<file path="src/rtl/alu_issue.sv">
`default_nettype none
// ============================================================================
//  Module   : alu_issue
//  Purpose  : Single-entry ALU issue register. Resolves operand forwarding
//             from EX/MEM and MEM/WB, detects load-use hazards and inserts
//             bubbles, and presents a fully registered payload to the ALU.
//  Revision : 1.0  initial release
// ============================================================================
module alu_issue (
  input  logic        clk_i,
  input  logic        rst_i,
  // decode handshake
  input  logic        dec_valid_i,
  output logic        dec_ready_o,
  // decode payload
  input  logic [3:0]  dec_op_type_i,
  input  logic [6:0]  dec_fu_op_i,
  input  logic [4:0]  dec_rs1_i,
  input  logic [4:0]  dec_rs2_i,
  input  logic        dec_use_rs1_i,
  input  logic        dec_use_rs2_i,
  input  logic [63:0] dec_rs1_data_i,
  input  logic [63:0] dec_rs2_data_i,
  input  logic [63:0] dec_imm_i,
  input  logic        dec_use_imm_i,
  input  logic [4:0]  dec_rd_i,
  // EX/MEM forward
  input  logic        exmem_wen_i,
  input  logic        exmem_is_load_i,
  input  logic [4:0]  exmem_rd_i,
  input  logic [63:0] exmem_data_i,
  // MEM/WB forward
  input  logic        memwb_wen_i,
  input  logic [4:0]  memwb_rd_i,
  input  logic [63:0] memwb_data_i,
  // control
  input  logic        ex_stall_i,
  input  logic        flush_i,
  // ALU side
  output logic        ex_valid_o,
  output logic [3:0]  op_type_o,
  output logic [6:0]  fu_op_o,
  output logic [63:0] operand_a_o,
  output logic [63:0] operand_b_o,
  output logic [63:0] imm_o,
  output logic [4:0]  rd_o,
  output logic [31:0] stall_cnt_o
);

  localparam logic [4:0]  C_X0      = 5'd0;
  localparam logic [31:0] C_CNT_MAX = 32'hFFFF_FFFF;

  logic        w_hazard;
  logic        w_accept;
  logic [63:0] w_fwd_rs1;
  logic [63:0] w_fwd_rs2;

  logic        ex_valid_q,  ex_valid_d;
  logic [3:0]  op_type_q,   op_type_d;
  logic [6:0]  fu_op_q,     fu_op_d;
  logic [63:0] operand_a_q, operand_a_d;
  logic [63:0] operand_b_q, operand_b_d;
  logic [63:0] imm_q,       imm_d;
  logic [4:0]  rd_q,        rd_d;
  logic [31:0] stall_cnt_q, stall_cnt_d;

  // Load-use hazard: a load in EX/MEM whose result a decoded source needs.
  always_comb begin
    w_hazard = dec_valid_i & exmem_wen_i & exmem_is_load_i & (exmem_rd_i != C_X0) &
               ((dec_use_rs1_i & (dec_rs1_i == exmem_rd_i)) |
                (dec_use_rs2_i & (dec_rs2_i == exmem_rd_i)));
    // Ready is held low during reset so nothing is consumed from decode.
    dec_ready_o = ~rst_i & ~ex_stall_i & ~w_hazard & ~flush_i;
    w_accept    = dec_valid_i & dec_ready_o;
  end

  // Operand forwarding: youngest producer wins; x0 always reads the file value.
  // An EX/MEM load is skipped because its data is not available yet.
  always_comb begin
    w_fwd_rs1 = dec_rs1_data_i;
    if (dec_rs1_i != C_X0) begin
      if (exmem_wen_i && !exmem_is_load_i && (exmem_rd_i == dec_rs1_i))
        w_fwd_rs1 = exmem_data_i;
      else if (memwb_wen_i && (memwb_rd_i == dec_rs1_i))
        w_fwd_rs1 = memwb_data_i;
    end
    w_fwd_rs2 = dec_rs2_data_i;
    if (dec_rs2_i != C_X0) begin
      if (exmem_wen_i && !exmem_is_load_i && (exmem_rd_i == dec_rs2_i))
        w_fwd_rs2 = exmem_data_i;
      else if (memwb_wen_i && (memwb_rd_i == dec_rs2_i))
        w_fwd_rs2 = memwb_data_i;
    end
  end

  // Issue slot next state: flush kills, stall holds, otherwise load or bubble.
  // On a bubble the payload fields keep their previous (defined) contents.
  always_comb begin
    ex_valid_d  = ex_valid_q;
    op_type_d   = op_type_q;
    fu_op_d     = fu_op_q;
    operand_a_d = operand_a_q;
    operand_b_d = operand_b_q;
    imm_d       = imm_q;
    rd_d        = rd_q;
    stall_cnt_d = stall_cnt_q;
    if (flush_i) begin
      ex_valid_d = 1'b0;
    end else if (!ex_stall_i) begin
      if (w_accept) begin
        ex_valid_d  = 1'b1;
        op_type_d   = dec_op_type_i;
        fu_op_d     = dec_fu_op_i;
        operand_a_d = w_fwd_rs1;
        operand_b_d = dec_use_imm_i ? dec_imm_i : w_fwd_rs2;
        imm_d       = dec_imm_i;
        rd_d        = dec_rd_i;
      end else begin
        ex_valid_d = 1'b0;
        if (w_hazard && (stall_cnt_q != C_CNT_MAX))
          stall_cnt_d = stall_cnt_q + 32'd1;
      end
    end
  end

  // State register with synchronous reset overriding every other control.
  always_ff @(posedge clk_i) begin
    if (rst_i) begin
      ex_valid_q  <= 1'b0;
      op_type_q   <= '0;
      fu_op_q     <= '0;
      operand_a_q <= '0;
      operand_b_q <= '0;
      imm_q       <= '0;
      rd_q        <= '0;
      stall_cnt_q <= '0;
    end else begin
      ex_valid_q  <= ex_valid_d;
      op_type_q   <= op_type_d;
      fu_op_q     <= fu_op_d;
      operand_a_q <= operand_a_d;
      operand_b_q <= operand_b_d;
      imm_q       <= imm_d;
      rd_q        <= rd_d;
      stall_cnt_q <= stall_cnt_d;
    end
  end

  assign ex_valid_o  = ex_valid_q;
  assign op_type_o   = op_type_q;
  assign fu_op_o     = fu_op_q;
  assign operand_a_o = operand_a_q;
  assign operand_b_o = operand_b_q;
  assign imm_o       = imm_q;
  assign rd_o        = rd_q;
  assign stall_cnt_o = stall_cnt_q;

endmodule
`default_nettype wire

</file>
<file path="config.mk">
export PLATFORM = sky130hd
export DESIGN_NAME = alu_issue
export DESIGN_NICKNAME = d
export VERILOG_FILES = /design/src/rtl/alu_issue.sv
export SDC_FILE = /design/constraint.sdc
export NUM_CORES = 1
export LEC_CHECK = 0
export CORE_AREA = 2 2 239 241
export DETAILED_ROUTE_END_ITERATION = 7
export DIE_AREA = 0 0 241 243
export MAX_ROUTING_LAYER = met4
export SYNTH_ARGS = -nofsm -noshare
export SYNTH_HDL_FRONTEND = slang
export SYNTH_SLANG_ARGS = --single-unit
</file>
<file path="constraint.sdc">
create_clock -name clk_i -period 2.5 [get_ports clk_i]
set_clock_uncertainty 0.15 [all_clocks]
set_input_delay 0.5 -clock clk_i [delete_from_list [all_inputs] [get_ports clk_i]]
set_output_delay 0.5 -clock clk_i [all_outputs]
set_load 0.05 [all_outputs]
</file>
**Word-level counts from Yosys, hierarchy flattened**

Cells that the tools add are included.

- Add/sub/neg operators: 1
- $mul: 0
- Div/mod/pow operators: 0
- Order comparisons: 0
- Equal/unequal tests: 7
- Shifts and indexed selects: 0
- Multiplexer cells: 8
- Bitwise gates (word level): 16
- Reductions and logical operators: 13

Operator list:

| cell | number |
|---|---|
| $mux W64 | 7 |
| $add A32 B1 Y32 const B | 1 |
| $ne A32 B32 Y1 const B | 1 |
| $eq A5 B5 Y1 | 6 |
| $reduce_bool A5 Y1 | 3 |
| $and A1 B1 Y1 | 10 |
| $logic_and A1 B1 Y1 | 6 |
| $not A1 Y1 | 5 |
| $reduce_and A4 Y1 | 1 |
| $reduce_and A3 Y1 | 1 |
| $reduce_or A2 Y1 | 1 |
| $logic_not A1 Y1 | 1 |
| $mux W1 | 1 |
| $or A1 B1 Y1 | 1 |

- Flip-flop bits (word level): 241
- Bits in latches: 0
- RAM bits: 0
- ROM bits: 0
- Bits of input ports: 367
- Output and inout bits: 242
- Logic and storage cells: 53
- Memories kept: 0

**Logic depth before layout (Yosys ltp)**

- Depth after elaboration: 10
- Depth in mapped cells: 9
- Mapped depth without buffers: 7

**Worst setup path after synthesis**

No wires, ideal clock.

- Path kind: input port to output port
- Start point: input port exmem_rd_i[0]
- End point: output port dec_ready_o
- Data arrival time: 2.831 ns
- Required time: 1.850 ns
- Setup slack: -0.981 ns
- Stages on the path: 4
- Path buffers: 0
- Cell sequence: or4_1 o2111ai_2 nor2_1 nor4_1

- Word-level cells in the longest chain between the ends: 7
- Elaborated cells on any way between the ends: 11
- Classes of those cells: 2 x eq/ne; 8 x bitwise; 1 x reduce/logical

Ends and longest elaborated chain:

| element | line | text |
|---|---|---|
| from (decl) | 30 | `input logic [4:0] exmem_rd_i,` |
| $eq A5 B5 Y1, on equally long branches | 70, 71 |  |
| $and A1 B1 Y1, on equally long branches | 70, 71 |  |
| $or A1 B1 Y1 | 70 | `((dec_use_rs1_i & (dec_rs1_i == exmem_rd_i)) \|` |
| $and A1 B1 Y1 * | 69 | `w_hazard = dec_valid_i & exmem_wen_i & exmem_is_load_i & (exmem_rd_i != C_X0) &` |
| $not A1 Y1 * | 73 | `dec_ready_o = ~rst_i & ~ex_stall_i & ~w_hazard & ~flush_i;` |
| $and A1 B1 Y1 * (2 in a row) | 73 |  |
| to (decl) | 14 | `output logic dec_ready_o,` |

Every way passes the cells marked *; elsewhere a longest branch is shown, timed or not.

**Worst setup path after layout**

- Start point: input port exmem_rd_i[4]
- End point: output port dec_ready_o

The elaborated chain is that of the path after synthesis.

==> impl_metrics.json <==
{
  "status": "complete, but fails checks",
  "violations": "negative setup slack",
  "vdd_drop_max_mv": 0.4947,
  "period_share_pct": 101.0,
  "drive_gt1_share_pct": 13.14,
  "postSynthAreaPerCell_um2": 8.102,
  "cts_buffers": 30,
  "cap_violations": 0,
  "num_vias": 15280,
  "synth_nets": 1960,
  "coreArea_um2": 55950,
  "synthMuxAreaShare_pct": 10.39,
  "cts_tree": "built",
  "critical_path.max_fanout": 3,
  "rows": 87,
  "netlist_instances": 1592,
  "max_freq_mhz": 396.2,
  "worst_pin_slew_ns": 0.6889,
  "path_clk_slew_ns": 0.07,
  "grt_pass1_vias": 15570,
  "die_y_um": 243,
  "grt.overflow.total": 0,
  "ctsLongestPathBuffers": 3,
  "synth_fa_ha_area_share_pct": 0.09700,
  "hold_viol": 0,
  "rr_endpoint": "stall_cnt_o[9]$_SDFFE_PP0P_",
  "finalSetupViolations": 1,
  "yosys.area_share.xor_xnor_pct": 1.833,
  "place_congestion": 0.8896,
  "ys_ff_latch": 241,
  "dieArea_um2": 58560,
  "synth_edf_count": 0,
  "synthArstFlopShare_pct": 0,
  "avgViaCountPerCell": 5.089,
  "hp-class": "in -> reg",
  "ys_types": 53,
  "switching_share_pct": 29.19,
  "crit_type": "in -> out",
  "utilization_pct": 38.99,
  "hpwlAfterDp_mm": 50.94,
  "p_leak_nw": 8.294,
  "grt_pass1_wl_mm": 97.79,
  "nets": 2582,
  "insertion_delay_ns": 0.59,
  "ff2ff_path_depth": 7,
  "wl_per_cell_um": 22.46,
  "grt_max_degree": 131,
  "r2r_slack_ns": 0.16,
  "slew_violations": 0,
  "ant_nets": 0,
  "die_w_um": 241,
  "period_needed_ns": 2.524,
  "root_buffer": "clkbuf_16",
  "h-tree-depth": 1,
  "drt-total-wl_mm": 67.43,
  "p_clk_share_pct": 41.8,
  "setup_ws_ns": -0.02384,
  "p_per_area_nw_per_um2": 494.2,
  "r2r_start": "stall_cnt_o[7]$_SDFFE_PP0P_",
  "synth_top_family_by_area": "simple AND/OR/NAND/NOR gates",
  "synthSimpleGateAreaFrac_pct": 22.69,
  "netlist_area_um2": 12900,
  "hold_end": "operand_b_o[20]$_SDFFE_PP0P_",
  "rsz0062_at_grt": "yes",
  "met1Wirelength_mm": 25.98,
  "hold_depth": 4,
  "areaGrowthSynthToFinish_pct": 69.11,
  "highest_layer": "met4",
  "ys.warnings.count": 0,
  "seq_area_frac_synth_pct": 37.40,
  "ys.flop_type": "dfxtp_1",
  "wl_met3_mm": 5.958,
  "pwr-share-seq_pct": 37.1,
  "total_power_mw": 10.78,
  "worstPathRequired_ns": 1.85,
  "fillers": 5702,
  "clock_sinks": 241,
  "comb_power_share_pct": 21.1,
  "p_sw_mw": 3.147,
  "endpoint_kind": "output port",
  "synth_compound_area_share_pct": 21.91,
  "power.internal_mw": 7.634,
  "relSlewSlack_pct": 54.07,
  "drtIter0Drc": 790,
  "antenna_found_initial": 9,
  "io_pins": 609,
  "start_util_pct": 23.05,
  "startpoint_type": "input port",
  "arrival_ns": 1.87,
  "wl_met2_mm": 33.10,
  "drc": 0,
  "hold_start": "dec_use_imm_i",
  "dr.pass1.iters": 5,
  "grt_usage_pct": 22.58,
  "port_buffers": 608
}
-- worst max-delay path: stages --
cell           delay, ns
dlygate4sd2_1       0.32
xnor2_2             0.22
nand2_1             0.11
o32a_1              0.38
nor2_2              0.14
nor4_4              0.06
buf_12              0.14
-- logic make-up after synthesis --
logic type                 Yosys count
and+or+nand+nor                    574
buffers and inverters              165
DFF                                241
muxes                              126
adders and majority gates            1
xor gates and xnor gates            27
AOI/OAI and AO/OA                  458
-- registers in the layout (all words and copies together) (netlist names) --
| signal | flops |
|---|---|
| stall_cnt_o | 32 |
| op_type_o | 4 |
| operand_a_o | 64 |
| ex_valid_o | 1 |
| fu_op_o | 7 |
| operand_b_o | 64 |
| rd_o | 5 |
| imm_o | 64 |
-- repair_timing --
| action | CTS | global route |
|---|---|---|
| pin swaps | 9 | 4 |
| buffers inserted | 3 | 2 |
| endpoints found under the setup margin | 161 | 18 |
| gates resized for setup | 67 | 20 |
| hold buffers | 0 | 0 |
-- Yosys cell counts (3+ instances only) --
master	n	area, µm²
a211oi_1	15	112.6
a21oi_1	165	825.8
a311oi_1	51	446.7
and2_1	4	25.02
and3_1	51	319.1
and4_1	5	43.79
buf_1	3	11.26
buf_2	57	285.3
buf_4	9	67.56
clkbuf_1	86	322.8
dfxtp_1	241	4825
inv_1	9	33.78
mux2_2	63	709.4
mux2i_1	63	630.6
nand2_1	177	664.4
nand3_1	113	565.5
nand3b_1	61	457.9
nand4_1	14	87.58
nor2_1	87	326.6
nor2b_1	4	25.02
nor3_1	5	25.02
nor3b_1	3	22.52
o211ai_1	54	405.4
o21ai_0	131	655.6
o221ai_1	13	113.9
o31a_1	13	113.9
o31ai_1	5	37.54
or3_1	27	168.9
or4_1	9	67.56
xnor2_1	17	148.9
xor2_1	10	87.58
-- routing by layer --
layer  track usage, %  vias up
met5                -        -
met4            7.680        0
met3            5.357      140
met2            38.74      739
met1            25.52     7283
li1                 -     7115
-- placed cells by master (no fill, tap or decap), types with 4 or more instances in the layout --
master,n
nand2_1,176
mux2_2,63
dfxtp_1,241
xor2_1,10
o211ai_1,54
clkdlybuf4s50_1,541
a311oi_1,51
nand3_1,112
o21ai_0,131
clkinv_2,8
a211oi_1,15
xnor2_1,15
clkbuf_8,6
o31ai_1,5
o31a_1,13
clkbuf_16,31
diode_2,8
buf_12,35
clkbuf_1,6
dlygate4sd2_1,40
nor3_1,5
or4_1,8
o221ai_1,13
and3_1,51
nor2_1,83
nand4_1,14
or3_1,27
and4_1,4
nand3b_1,61
buf_4,112
mux2i_1,63
a21oi_1,165
dlymetal6s2s_1,11
inv_1,8
-- area by class of cell --
class / count / area [µm²] / area share (%)
well taps: 756 / 945.9 / 4.336
flip-flops and latches: 241 / 4825 / 22.12
clock buffers: 42 / 867.1 / 3.975
inverters: 9 / 33.78 / 0.1549
clock inverters: 14 / 132.6 / 0.6080
diodes: 8 / 20.02 / 0.09177
multi-input cells: 1186 / 7480 / 34.29
repair buffers: 746 / 7510 / 34.43
-- metrics by stage --
step / setup WS (ns) / setup TNS, ns / instances / area, µm² / hold WS (ns)
after floorplan: -0.1134 / -0.1134 / 1592 / 12910 / 0.4293
after global placement: -0.8024 / -145.35 / 2933 / 20730 / 0.2929
after detailed placement: -0.8826 / -152.82 / 2933 / 20730 / 0.2965
after CTS: -0.1403 / -0.1403 / 2992 / 21720 / 0.1637
after global routing: -0.03684 / -0.03684 / 3002 / 21810 / 0.1942
final: -0.02384 / -0.02384 / 3002 / 21810 / 0.1934
-- worst max path at each step --
stage | end | start | slack, ns
3_5_place_dp | operand_b_o[13]$_SDFFE_PP0P_ | exmem_rd_i[1] | -0.88
5_1_grt | dec_ready_o | exmem_rd_i[2] | -0.04
2_1_floorplan | dec_ready_o | exmem_rd_i[0] | -0.11
4_1_cts | dec_ready_o | exmem_rd_i[2] | -0.14
3_3_place_gp | operand_b_o[63]$_SDFFE_PP0P_ | exmem_rd_i[2] | -0.80
6_report | dec_ready_o | exmem_rd_i[4] | -0.02
-- power groups by stage --
stage	logic, mW	registers, mW	clock network (mW)
after global placement	2.23	4.08	0
after global routing	2.39	4.01	4.79
final	2.27	4.00	4.51
after floorplan	0.607	4.43	0
after detailed placement	2.25	4.09	0
after CTS	2.26	4.00	4.62
(Power assumes the default switching activity.)
==> RTL edit 1, RTL diff (same flow settings) <==
Register the output `stall_cnt_o` once more, without a reset; this adds one clock of latency there. The other outputs are not delayed to match.
--- a/src/rtl/alu_issue.sv
+++ b/src/rtl/alu_issue.sv
@@ -153,7 +153,9 @@
   assign operand_b_o = operand_b_q;
   assign imm_o       = imm_q;
   assign rd_o        = rd_q;
-  assign stall_cnt_o = stall_cnt_q;
+  always_ff @(posedge clk_i) begin
+    stall_cnt_o <= stall_cnt_q;
+  end
 
 endmodule
 `default_nettype wire
Formal check against the unedited RTL: not equivalent (a bounded check fails within 4 cycles, from zero or initial values and one cycle with rst_i high).
==> RTL edit 1 against the unedited design <==
- area after synthesis increased by 7.1%
- the flow still finishes with violations (setup timing)
- wire length is 2.8% higher
- sequential cell count up 32
- setup slack worse by 84 ps
- die area is the same
- design area up 7.3%
- total power increased by 9.5%
- critical path type unchanged
- critical path depth fell by 1
==> RTL edit 1: results (changes against the unedited design) <==
stage;metric;value;unit;change
clock_tree;clk_latency;520;ps;was 590 ps
sta;setup_tns;-107.3;ps;was -23.84 ps
placed_design;pre_cts_ws;-681.0;ps;was -882.6 ps
global_routing;antenna_found_initial;8;;was 9
clock_tree;htreeDepth;2;;was 1
synthesis;synth-xor-area-share;0.01268;;was 0.01833
global_routing;grt_pass1_vias;15450;;was 15570
global_routing;grtUsageTotal;0.2264;;was 0.2258
synthesis;synth_fp_nets;1976;;was 1960
power_and_ir_drop;p_leak;8.227;nW;was 8.294 nW
cells_and_area;drive_above_1_share;0.1588;;was 0.1314
synthesis;synthesis.instances;1608;;was 1592
clock_tree;clock_path_buffers;3;;unchanged
synthesis;yosys-top-cells-area;dfxtp_1, o21ai_0, nand3b_1;;was dfxtp_1, a21oi_1, mux2_2
sta;hold_violations;0;;unchanged
placed_design;portBuffers;608;;unchanged
worst_hold_path;hold_class;flip-flop to flip-flop;;was input pin to flip-flop
synthesis;synth_commonest_cells;dfxtp_1, nand2_1, o21ai_0;;was dfxtp_1, nand2_1, a21oi_1
global_routing;grt_max_degree;122;;was 131
clock_tree;root_buffer;clkbuf_16;;unchanged
route;drtIter0Drc;878;;was 790
placed_design;post_dp_cell_area;0.02188;mm2;was 0.02073 mm2
synthesis;synth_compound_gate_area_share;0.2665;;was 0.2191
route;dr.pass1.iters;5;;unchanged
placed_design;gp_congestion;0.9127;;was 0.8896
synthesis;synth_edf_count;0;;unchanged
cells_and_area;nNetsFinal;2625;;was 2582
route;wl_per_cell;22.79;um;was 22.46 um
sta;finalWorstSetupSlack;-107.3;ps;was -23.84 ps
synthesis;muxShareOfSynthArea;0.1019;;was 0.1039
critical_path;cp_max_fo;2;;was 3
placed_design;dp_hpwl;51410;um;was 50940 um
sta;setup_viol;1;;unchanged
status;status;finished, violations left;;unchanged
placed_design;dp_cells;2955;;was 2933
critical_path;slowest_delay;520;ps;was 380 ps
synthesis;synth_ff_type;dfxtp_1;;unchanged
synthesis;ys_types;51;;was 53
sta;tightest_slew;678.1;ps;was 688.9 ps
status;failed_checks;setup timing;;unchanged
clock_tree;numCtsBuffers;35;;was 30
synthesis;synth_fa_ha_area_frac;0.0009056;;was 0.0009700
route;drc;0;;unchanged
route;routed_wl;69350;um;was 67430 um
synthesis;synth_async_sr_flop_share;0;;unchanged
synthesis;yosysWarnings;0;;unchanged
clock_tree;clkTransAtPathRegs;50;ps;was 70 ps
power_and_ir_drop;irDropWorstVdd;0.4120;mV;was 0.4947 mV
synthesis;ys_seq_area_frac;0.3956;;was 0.3740
global_routing;grt_pass1_wl;97660;um;was 97790 um
power_and_ir_drop;internal-power;0.008535;W;was 0.007634 W
critical_path;cp_slowest_cell;or4_4;;was o32a_1
route;post_drt_via_cell_ratio;5.054;;was 5.089
critical_path;cp_data_arrival_time;1960;ps;was 1870 ps
==> RTL edit 1: cell types whose count changed in the layout (fill, tap and decap cells not counted), sizes merged, moves of 46 or more <==
cell	change
nand3b	+54
o21ai	+51
a21oi	-51
a211o	+52
a221oi	+52
and3	-46
o21a	+104
o211ai	-54
a311oi	-50
nand3	-98
nor2	-60
==> RTL edit 1: cell type report <==
type                    count  area (um2)
clock buffers              49        1021
fillers                  5520       32550
diodes                      7       17.52
flip-flops and latches    273        5465
clock inverters            11       87.58
repair buffers            768        7906
multi-input cells        1151        7849
inverters                  28       105.1
well taps                 756       945.9
==> RTL edit 1: power groups by stage <==
stage	Clock (W)	Sequential, W	Combinational (W)
CTS	0.00514	0.00452	0.00226
floorplan	0	0.00499	0.000602
global placement	0	0.00461	0.00223
detailed placement	0	0.00461	0.00224
global route	0.00527	0.00453	0.00242
finish	0.00497	0.00452	0.00231
==> RTL edit 1: final timing paths <==
path                        start              end  slack, ps  cells after the start
setup / recovery    exmem_rd_i[2]      dec_ready_o       -110                      6
hold / removal    stall_cnt_q[30]  stall_cnt_o[30]        230                      0
setup reg to reg  stall_cnt_q[16]  stall_cnt_q[28]        100                      6
hold reg to reg   stall_cnt_q[30]  stall_cnt_o[30]        230                      0
==> RTL edit 1: per-layer routing <==
layer | part of all wire | track usage | routed length, um
met1 | 0.40 | 0.2621 | 28080
met5 | 0 | - | 0
met3 | 0.081 | 0.06153 | 5626
met4 | 0.032 | 0.07280 | 2189
met2 | 0.48 | 0.3773 | 33450
==> RTL edit 1: what timing repair did <==
action                     in CTS  in global routing
buffers inserted                4                 14
setup endpoints to repair      84                 82
pin swaps                       6                  8
cloned                          0                  3
resized for setup              34                 36
==> RTL edit 1: critical path, delay by kind of cell <==
kind	cells	cell delay [ps]
buf+inv	3	400
simple gates	1	520
compound gates	2	530
==> RTL edit 2, RTL diff (same settings) <==
Without the edit above. `C_CNT_MAX`: 32'hFFFF_FFFF -> 32'h7FFFFFFF.
--- a/src/rtl/alu_issue.sv
+++ b/src/rtl/alu_issue.sv
@@ -48,7 +48,7 @@
 );
 
   localparam logic [4:0]  C_X0      = 5'd0;
-  localparam logic [31:0] C_CNT_MAX = 32'hFFFF_FFFF;
+  localparam logic [31:0] C_CNT_MAX = 32'h7FFFFFFF;
 
   logic        w_hazard;
   logic        w_accept;
Function: not settled (the Yosys comparison gave no result); the edit may change what the design does.
==> RTL edit 2 against the unedited design <==
- the run still ends with setup timing left
- setup slack worse by 78 ps
- design area up 1.2%
- area after synthesis down 2.3%
- synthesized cell count up 2.1%
- wire length up 1.8%
- critical path depth up 1
- sequential cell count unchanged
- global-route usage about the same
- total power down 1.3%
- critical path type unchanged
- largest power group unchanged
==> RTL edit 2: results (changes against the unedited design) <==
stage;metric;value;unit;change
clock_tree;cts-resized-gates;81;;was 67
placed_design;pre_cts_ws;-808.4;ps;was -882.6 ps
placed_design;dp_hpwl;50090;um;was 50940 um
cells_and_area;multiInputCombCellCount;1208;;was 1186
global_routing;grtUsageTotal;0.2259;;was 0.2258
cells_and_area;final-clk-cell-share;0.04559;;was 0.04583
synthesis;synth_fp_nets;1993;;was 1960
status;status;finished, violations left;;unchanged
route;num_vias;16060;;was 15280
synthesis;synthesis.instances;1625;;was 1592
worst_hold_path;hold_end;imm_o[0];;was operand_b_o[20]
worst_hold_path;holdPathStages;3;;was 4
placed_design;gp_congestion;0.9211;;was 0.8896
synthesis;synth_commonest_cells;dfxtp_1, nand2_1, a21oi_1;;unchanged
cells_and_area;inv_count;6;;was 9
sta;finalWorstSetupSlack;-102.2;ps;was -23.84 ps
route;dr.pass1.iters;8;;was 5
cells_and_area;drive_above_1_share;0.1412;;was 0.1314
clock_tree;post_cts_buffers;14;;was 3
status;failed_checks;setup timing;;unchanged
sta;setup_viol;1;;unchanged
critical_path;reg2reg_depth;10;;was 7
sta;tightest_slew;888.1;ps;was 688.9 ps
critical_path;critPathLaunch;dec_rs1_i[2];;was exmem_rd_i[4]
cells_and_area;fin_cells;3074;;was 3002
critical_path;cp_data_arrival_time;1950;ps;was 1870 ps
cells_and_area;fill_cells;5671;;was 5702
cells_and_area;nNetsFinal;2648;;was 2582
synthesis;ys_seq_area_frac;0.3830;;was 0.3740
synthesis;yosys-top-cells-area;dfxtp_1, a21oi_1, nand2_1;;was dfxtp_1, a21oi_1, mux2_2
synthesis;synth-xor-area-share;0.01668;;was 0.01833
cells_and_area;multiInputGateArea;0.007298;mm2;was 0.007480 mm2
synthesis;synth_fa_ha_area_frac;0.0009931;;was 0.0009700
placed_design;dp_cells;2983;;was 2933
global_routing;grt_pass1_wl;98580;um;was 97790 um
synthesis;netlist_area;0.01260;mm2;was 0.01290 mm2
critical_path;r2r_slack;50;ps;was 160 ps
cells_and_area;n_antenna_cell;16;;was 8
sta;setup_tns;-102.2;ps;was -23.84 ps
route;wl_per_cell;22.34;um;was 22.46 um
synthesis;synth_compound_gate_area_share;0.3118;;was 0.2191
synthesis;muxShareOfSynthArea;0.004072;;was 0.1039
synthesis;ys_types;56;;was 53
worst_hold_path;worstHoldStart;rst_i;;was dec_use_imm_i
cells_and_area;nonClkBufAreaFrac;0.3585;;was 0.3443
cells_and_area;nNonClkBuffers;793;;was 746
-- RTL edit 2: cell types whose count changed after synthesis, sizes merged, moves of 10 or more --
cell,unedited run,this run
nand3,115,133
clkbuf,86,134
o221ai,13,69
a211oi,15,5
buf,70,36
nand2,177,240
nand3b,61,1
mux2,63,3
o22a,0,64
o21ai,132,79
mux2i,63,1
a21oi,166,233
-- RTL edit 2: power by group --
part	total [W]	internal, W	leakage (nW)	switching (W)
Combinational	0.00214	0.00101	5.25	0.00113
Sequential	0.00397	0.00393	1.96	0.0000474
Clock	0.00452	0.00271	0.492	0.00182
Total	0.0106	0.00764	7.70	0.00300
-- RTL edit 2: routing by layer --
metal  routed length (um)  up-vias  track usage
li1                     -     7409            -
met1                26930     7565       0.2622
met2                32900      913       0.3758
met3                 6079      174      0.05163
met4                 2759        0      0.08805
met5                    0        -            -
